## src/rtl/cpu86_exec_regfile_wr_arb.sv

```systemverilog
// rtl/cpu86_exec_regfile_wr_arb.sv - register-file write arbiter with round-robin grant and locked bursts
module cpu86_exec_regfile_wr_arb #(
  parameter int NREQ      = 4,
  parameter int MAX_BURST = 8
) (
  input  logic                 clk,
  input  logic                 resetn,
  input  logic [NREQ-1:0]      req_valid,
  output logic [NREQ-1:0]      req_ready,
  input  logic [4*NREQ-1:0]    req_reg,
  input  logic [16*NREQ-1:0]   req_data,
  input  logic [2*NREQ-1:0]    req_mask,
  input  logic [NREQ-1:0]      req_last,
  output logic                 wr_valid,
  input  logic                 wr_ready,
  output logic [3:0]           wr_reg,
  output logic [15:0]          wr_data,
  output logic [1:0]           wr_mask,
  output logic [1:0]           grant_id,
  output logic                 busy,
  output logic                 err
);

  localparam int IW = (NREQ > 1) ? $clog2(NREQ) : 1;
  localparam int CW = (MAX_BURST > 1) ? $clog2(MAX_BURST) : 1;

  typedef enum logic {ST_IDLE, ST_BURST} state_t;

  state_t          r_state, w_state_nxt;
  logic [IW-1:0]   r_owner, w_owner_nxt;
  logic [IW-1:0]   r_rr_ptr, w_rr_nxt;
  logic [CW-1:0]   r_cnt, w_cnt_nxt;
  logic            r_err, w_err_nxt;
  logic            r_wr_valid;
  logic [3:0]      r_wr_reg;
  logic [15:0]     r_wr_data;
  logic [1:0]      r_wr_mask;

  logic [IW-1:0]   w_winner, w_idx, w_grant, w_grant_inc;
  logic            w_any, w_gvalid, w_out_free, w_accept;
  logic            w_bad, w_write, w_full, w_end;
  logic [3:0]      w_reg;
  logic [15:0]     w_data;
  logic [1:0]      w_mask;

  // Round-robin search: first valid requester at or after rr_ptr; rr_ptr itself when none.
  always_comb begin
    w_any    = 1'b0;
    w_winner = r_rr_ptr;
    w_idx    = '0;
    for (int i = 0; i < NREQ; i++) begin
      w_idx = IW'((int'(r_rr_ptr) + i) % NREQ);
      if (!w_any && req_valid[w_idx]) begin
        w_any    = 1'b1;
        w_winner = w_idx;
      end
    end
  end

  // The burst owner is locked; otherwise the round-robin winner holds the grant.
  assign w_grant     = (r_state == ST_BURST) ? r_owner : w_winner;
  assign w_gvalid    = (r_state == ST_BURST) ? req_valid[r_owner] : w_any;
  assign w_grant_inc = (w_grant == IW'(NREQ - 1)) ? '0 : w_grant + 1'b1;
  assign w_out_free  = !r_wr_valid || wr_ready;
  assign w_accept    = resetn && w_gvalid && w_out_free;

  assign w_reg   = req_reg[4*int'(w_grant) +: 4];
  assign w_data  = req_data[16*int'(w_grant) +: 16];
  assign w_mask  = req_mask[2*int'(w_grant) +: 2];
  assign w_bad   = (w_reg >= 4'd14);
  assign w_write = !w_bad && (w_reg != 4'd13) && (w_mask != 2'b00);
  assign w_full  = (r_cnt == CW'(MAX_BURST - 1));
  assign w_end   = req_last[w_grant] || w_full;

  // Ready goes only to the granted requester, and only when the output slot can take a beat.
  always_comb begin
    req_ready = '0;
    if (resetn && w_out_free && ((r_state == ST_BURST) || w_any))
      req_ready[w_grant] = 1'b1;
  end

  // Next-state: lock owner on a non-last beat, release and advance rr_ptr on last beat or overrun.
  always_comb begin
    w_state_nxt = r_state;
    w_owner_nxt = r_owner;
    w_rr_nxt    = r_rr_ptr;
    w_cnt_nxt   = r_cnt;
    w_err_nxt   = r_err;
    if (w_accept) begin
      if (w_bad)
        w_err_nxt = 1'b1;
      if (w_end) begin
        w_state_nxt = ST_IDLE;
        w_rr_nxt    = w_grant_inc;
        w_cnt_nxt   = '0;
        if (!req_last[w_grant])
          w_err_nxt = 1'b1;
      end else begin
        w_state_nxt = ST_BURST;
        w_owner_nxt = w_grant;
        w_cnt_nxt   = r_cnt + 1'b1;
      end
    end
  end

  // Arbitration state register.
  always_ff @(posedge clk) begin
    if (!resetn) begin
      r_state  <= ST_IDLE;
      r_owner  <= '0;
      r_rr_ptr <= '0;
      r_cnt    <= '0;
      r_err    <= 1'b0;
    end else begin
      r_state  <= w_state_nxt;
      r_owner  <= w_owner_nxt;
      r_rr_ptr <= w_rr_nxt;
      r_cnt    <= w_cnt_nxt;
      r_err    <= w_err_nxt;
    end
  end

  // Output slot: loads an accepted writable beat, holds until the register file takes it.
  always_ff @(posedge clk) begin
    if (!resetn) begin
      r_wr_valid <= 1'b0;
      r_wr_reg   <= '0;
      r_wr_data  <= '0;
      r_wr_mask  <= '0;
    end else if (w_accept) begin
      r_wr_valid <= w_write;
      if (w_write) begin
        r_wr_reg  <= w_reg;
        r_wr_data <= w_data;
        r_wr_mask <= w_mask;
      end
    end else if (wr_ready) begin
      r_wr_valid <= 1'b0;
    end
  end

  assign wr_valid = r_wr_valid;
  assign wr_reg   = r_wr_reg;
  assign wr_data  = r_wr_data;
  assign wr_mask  = r_wr_mask;
  assign grant_id = 2'(w_grant);
  assign busy     = (r_state == ST_BURST) || r_wr_valid;
  assign err      = r_err;

endmodule
```

## config.mk

```make
export PLATFORM = sky130hd
export DESIGN_NAME = cpu86_exec_regfile_wr_arb
export DESIGN_NICKNAME = d
export VERILOG_FILES = /design/src/rtl/cpu86_exec_regfile_wr_arb.sv
export SDC_FILE = /design/constraint.sdc
export NUM_CORES = 1
export LEC_CHECK = 0
export ABC_AREA = 1
export CORE_MARGIN = 8
export CORE_UTILIZATION = 42
export DETAILED_ROUTE_END_ITERATION = 16
export PLACE_DENSITY = 0.87
export SYNTH_ARGS = -nofsm -noshare
export SYNTH_HDL_FRONTEND = slang
export SYNTH_SLANG_ARGS = --single-unit
```

## constraint.sdc

```tcl
create_clock -name clk -period 4.4 [get_ports clk]
set_clock_uncertainty 0.2 [all_clocks]
set_input_delay 1.32 -clock clk [delete_from_list [all_inputs] [get_ports clk]]
set_output_delay 1.32 -clock clk [all_outputs]
set_load 0.005 [all_outputs]
```

=== Word-level counts from Yosys, hierarchy flattened ===
Cells that the tools add are included.

* Output and inout bits: 31
* Flip-flop bits (word level): 32
* Input port bits: 99
* Word-level logic and storage cells: 85

* Bitwise operators: 1
* Muxes and demuxes: 32
* Order comparisons: 8
* Add/sub/neg operators: 5
* Reductions and logical operators: 24
* Shift operators: 3
* Equality and inequality tests: 3

{| class="wikitable"
|+ Operators with widths
! operator !! count
|-
| $shiftx 64x7->16 || 1
|-
| $lt 2x3->1 const B || 6
|-
| $mux 1 || 18
|-
| $shiftx 16x5->4 || 1
|-
| $bmux 1 s2 || 6
|-
| $logic_and 1x1->1 || 10
|-
| $mux 2 || 5
|-
| $shiftx 8x4->2 || 1
|-
| $reduce_and 2->1 || 3
|-
| $logic_not 1->1 || 5
|-
| $add 2x1->2 const B || 2
|-
| $add 2x2->2 const B || 2
|-
| $ge 4x4->1 const B || 1
|-
| $logic_or 1x1->1 || 4
|-
| $mux 4 || 1
|-
| $ne 4x4->1 const B || 1
|-
| $reduce_bool 2->1 || 2
|-
| $add 3x1->3 const B || 1
|-
| $eq 3x3->1 const B || 1
|-
| $mux 3 || 1
|-
| $demux 1 s2 || 1
|-
| $eq 2x2->1 const B || 1
|-
| $ge 2x1->1 const B || 1
|-
| $not 1->1 || 1
|}

=== Longest topological paths before layout ===
* Depth after elaboration: 19
* Depth in mapped cells: 24
* Gate-level depth less buffers: 21

=== Worst setup path after synthesis ===
No wires, ideal clock.

* Path kind: input -> output
* Start: input req_valid[1]
* End: output req_ready[3]
* Data required time: 2.880 ns
* Path slack: 0.003 ns
* Data arrival time: 2.877 ns
* Cell stages on the path: 13
* Path through: nand2_1 > nand3_1 > nand2_1 > nand4_1 > nand2_1 > nand2_2 > nand2_4 > nand2_4 > inv_1 > clkbuf_1 > ha_1 > inv_1 > nor2_1

* Longest elaborated chain between the ends: 18

{| class="wikitable"
|+ Ends and longest elaborated chain
! item !! line !! source
|-
| from (decl) || 8 || <nowiki>input logic [NREQ-1:0] req_valid,</nowiki>
|-
| $bmux 1 s2 || 53 || <nowiki>if (!w_any && req_valid[w_idx]) begin</nowiki>
|-
| $mux 1 (not written as such) || 53 ||
|-
| $mux 1 || 53 ||
|-
| $logic_not 1->1 || 53 ||
|-
| $logic_and 1x1->1 || 53 ||
|-
| $mux 1 || 53 ||
|-
| $logic_not 1->1 || 53 ||
|-
| $logic_and 1x1->1 || 53 ||
|-
| [... 3 more ...] || -- ||
|-
| $mux 2 (*) || 53 ||
|-
| $mux 2 (*) || 61 || <nowiki>assign w_grant = (r_state == ST_BURST) ? r_owner : w_winner;</nowiki>
|-
| net grant_id[0] || 19 || <nowiki>output logic [1:0] grant_id,</nowiki>
|-
| $lt 2x3->1 (not written as such) or $ge 2x1->1 (tied branches) || 79 || <nowiki>req_ready[w_grant] = 1'b1;</nowiki>
|-
| $logic_and 1x1->1 (not written as such) || 79 ||
|-
| $mux 1 (not written as such) || 79 ||
|-
| $demux 1 s2 (*) || 79 ||
|-
| $mux 4 (*) || 78 || <nowiki>if (resetn && w_out_free && ((r_state == ST_BURST) || w_any))</nowiki>
|-
| to (decl) || 9 || <nowiki>output logic [NREQ-1:0] req_ready,</nowiki>
|}

The timed path passes the listed nets; every way through them passes the cells marked *. The select of a mux whose other input is x is not followed.

=== Final worst setup path ===
* Start: input req_valid[0]
* End: output req_ready[2]

* Longest elaborated chain between the ends: 18

{| class="wikitable"
|+ Ends and longest elaborated chain
! item !! line
|-
| $bmux 1 s2 || 53
|-
| $mux 1 (not written as such) || 53
|-
| $mux 1 || 53
|-
| $logic_not 1->1 || 53
|-
| $logic_and 1x1->1 || 53
|-
| $mux 1 || 53
|-
| $logic_not 1->1 || 53
|-
| $logic_and 1x1->1 || 53
|-
| [... 2 more ...] || --
|-
| $logic_and 1x1->1 || 53
|-
| $mux 2 || 53
|-
| $mux 2 || 61
|-
| $lt 2x3->1 (not written as such) or $ge 2x1->1 (tied branches) || 79
|-
| $logic_and 1x1->1 (not written as such) || 79
|-
| $mux 1 (not written as such) || 79
|-
| $demux 1 s2 || 79
|-
| $mux 4 (*) || 78
|}

Every way passes the cells marked *; elsewhere a longest branch is shown, timed or not. The select of a mux whose other input is x is not followed.

==> run_results.csv <==
group,metric,value,unit
synth,ys_types,32,
power_and_ir_drop,vdd_drop_max,0.663,mV
clocking,clk_path_buf_depth,2,
critical_path,critPathKind,"in2out",
critical_path,critPathMaxStageDelay,0.16,ns
cells_and_area,largest_reg_flops,16,
synth,syn-instance-count,448,
clocking,cts_max_level,2,
clocking,cts.sinks,32,
placement,dp_slack,-0.782,ns
cells_and_area,layout.nets,697,
placement,placed_area,0.00420,mm2
sta,slew_viol_final,0,
die,die_area,0.00945,mm2
sta,finalSetupViolCount,0,
critical_path,cp_max_fo,3,
die,start_util,43.6,%
global_route,antenna_found_initial,0,
critical_path,path_cells,"buf_6 -> buf_6 -> inv_2 -> nand2_1 -> nand2_1 -> nand2_1 -> nand2_1 -> nand4_1 -> nand2_1 -> nand2_2 -> nand2_4 -> nand2_4 -> buf_6 -> ha_4 -> inv_2 -> nor2_1 -> buf_2",
job,maxCapViolCount,0,
power_and_ir_drop,power_density,895,mW/mm2
clocking,holdBufCountCts,0,
drt,vias_per_cell,5.34,
placement,port_buffers,129,
power_and_ir_drop,total_leakage_power,1.99,nW
critical_path,end_kind,"output port",
clocking,numCtsBuffers,5,
global_route,grt_pass1_vias,3434,
synth,syn_nets,553,
critical_path,critPathSlowestCell,"buf_6",
clocking,clkTransAtPathRegs,0.06,ns
synth,syn_area_per_cell,6.18,um2
die,die_y,97.2,um
clocking,cts-root-buf,"clkbuf_8",
sta,relSlewSlack,60.3,%
cells_and_area,syn_to_final_growth,62.9,%
synth,yosys_most_used_dff,"dfxtp_1",
drt,wl_per_cell,16.3,um
sta,hold_viol,0,
critical_path,critical_path_arrival,2.85,ns
synth,synthesis.area,0.00277,mm2
sta,tightest_slew,0.595,ns
drt,vias,3580,
drt,drt_iter0_markers,257,
synth,synthArstFlopShare,0,%
critical_path,crit_top_cell,"nand2_1",
die,std_cell_rows,29,
clocking,clk_latency,0.29,ns
sta,max_freq,0.229,GHz
die,core,0.00635,mm2
cells_and_area,postLayoutCellArea,0.00451,mm2
die,io_pins,130,
sta,fin_crit,4.37,ns
placement,dp_hpwl,8.19,mm
drt,antenna_left,0,
sta,timing.final.crit_share,99.3,%
placement,gp_congestion,0.934,
synth,yosys_warnings,0,
clocking,cts_tree,"yes",
synth,synth_edf_count,0,
drt,drc,0,
status,status,"complete, no violations",
min_path,hp-class,"reg2reg",
die,die_w,97.2,um
cells_and_area,drive_above_1_share,20.1,%
drt,drt-pass1-iter-count,5,
synth,synth_seq_cells,32,
global_route,grt_max_degree,28,
drt,wirelength,10.9,mm
critical_path,startpoint_type,"primary input",
critical_path,worstPathRequired,2.88,ns
critical_path,r2r_slack,0.74,ns
sta,layout_setup_ws,0.0312,ns
global_route,grt_pass1_wl,16.6,mm
synth,ys_seq_area_share,23.1,%
global_route,grt.total_usage,20.9,%
cells_and_area,antenna_cells,0,
global_route,gr-total-overflow,0,
==> cells in the mapped netlist (all sizes together), types with 5 or more instances <==
| master | n | area [um2] |
|---|---|---|
| o21ai | 21 | 105 |
| nor2 | 78 | 308 |
| a21oi | 28 | 193 |
| nand4 | 5 | 31.3 |
| nand2 | 129 | 529 |
| nand3 | 37 | 190 |
| nand3b | 16 | 120 |
| dfxtp | 32 | 641 |
| clkbuf | 8 | 30.0 |
| o211ai | 17 | 133 |
| inv | 33 | 126 |
| or2 | 16 | 100 |
| buf | 19 | 161 |
| ha | 6 | 75.1 |
==> metal layers <==
layer | share of wire [%] | vias up | GRT usage, %
met3 | 7.8 | 30 | 5.55
met1 | 38 | 1637 | 23.2
met2 | 51 | 173 | 36.7
li1 | - | 1740 | -
met4 | 3.2 | 0 | 8.40
met5 | 0 | - | 0
==> power by group <==
part	switching (W)	internal (W)
clock	0.000118	0.000110
combinational	0.00190	0.00144
sequential	0.0000821	0.000386
==> worst paths after layout <==
| check | startpoint | endpoint | cells after the start |
|---|---|---|---|
| setup / recovery | req_valid[0] | req_ready[2] | 17 |
| hold reg to reg | err$_SDFFE_PN0P_ | err$_SDFFE_PN0P_ | 2 |
| hold / removal | err$_SDFFE_PN0P_ | err$_SDFFE_PN0P_ | 2 |
| setup reg to reg | r_rr_ptr[0]$_SDFFE_PN0P_ | wr_reg[0]$_SDFFE_PN0P_ | 21 |
==> kinds of logic after synthesis <==
kind of cell    after synthesis  synth area share, %
simple gates                282                 46.5
compound gates               68                 16.1
buf+inv                      60                 11.5
flops                        32                 23.1
fa+ha+maj                     6                 2.71
==> metrics by stage <==
step | setup TNS [ns] | instances | hold WS (ns) | total power (W) | util (%)
detailed placement | -4.14 | 652 | 0.246 | 0.00342 | 66.1
floorplan | 0 | 448 | 0.247 | 0.00256 | -
global route | -0.224 | 670 | 0.294 | 0.00437 | 71.1
global placement | -3.77 | 652 | 0.239 | 0.00333 | 66.1
CTS | 0 | 665 | 0.256 | 0.00376 | 68.6
finish | 0 | 670 | 0.255 | 0.00404 | 71.1
==> layout by cell type (no fill, tap or decap), types with 6 or more instances in the layout <==
master,n
clkdlybuf4s50_1,119
nand2_1,100
nor2_1,74
nand3_1,36
dfxtp_1,32
buf_4,28
inv_1,22
nand2_2,21
o21ai_0,19
o211ai_1,16
nand3b_1,16
a21oi_1,16
or2_0,11
a21oi_2,10
inv_2,9
nand2_4,8
buf_6,6
==> critical path, delay by kind of cell <==
kind | cells | cell delay, ns
adder cells (fa/ha/maj) | 1 | 0.15
buffers and inverters | 6 | 0.59
AND/OR/NAND/NOR | 10 | 0.78
==> layout make-up <==
class	count	area [um2]
clock inverter	3	18.8
clock buffer	5	68.8
sequential	32	641
multi-input combinational	356	1940
tap	77	96.3
inverter	33	134
timing repair buffer	164	1610
fill	488	1840
==> timing repair <==
item | CTS | global route
pin swaps | 12 | 19
setup endpoints to repair | 6 | 6
gates cloned | 0 | 1
gates resized for setup | 45 | 43
buffers inserted | 6 | 4
Power figures use the tool's default switching activity.
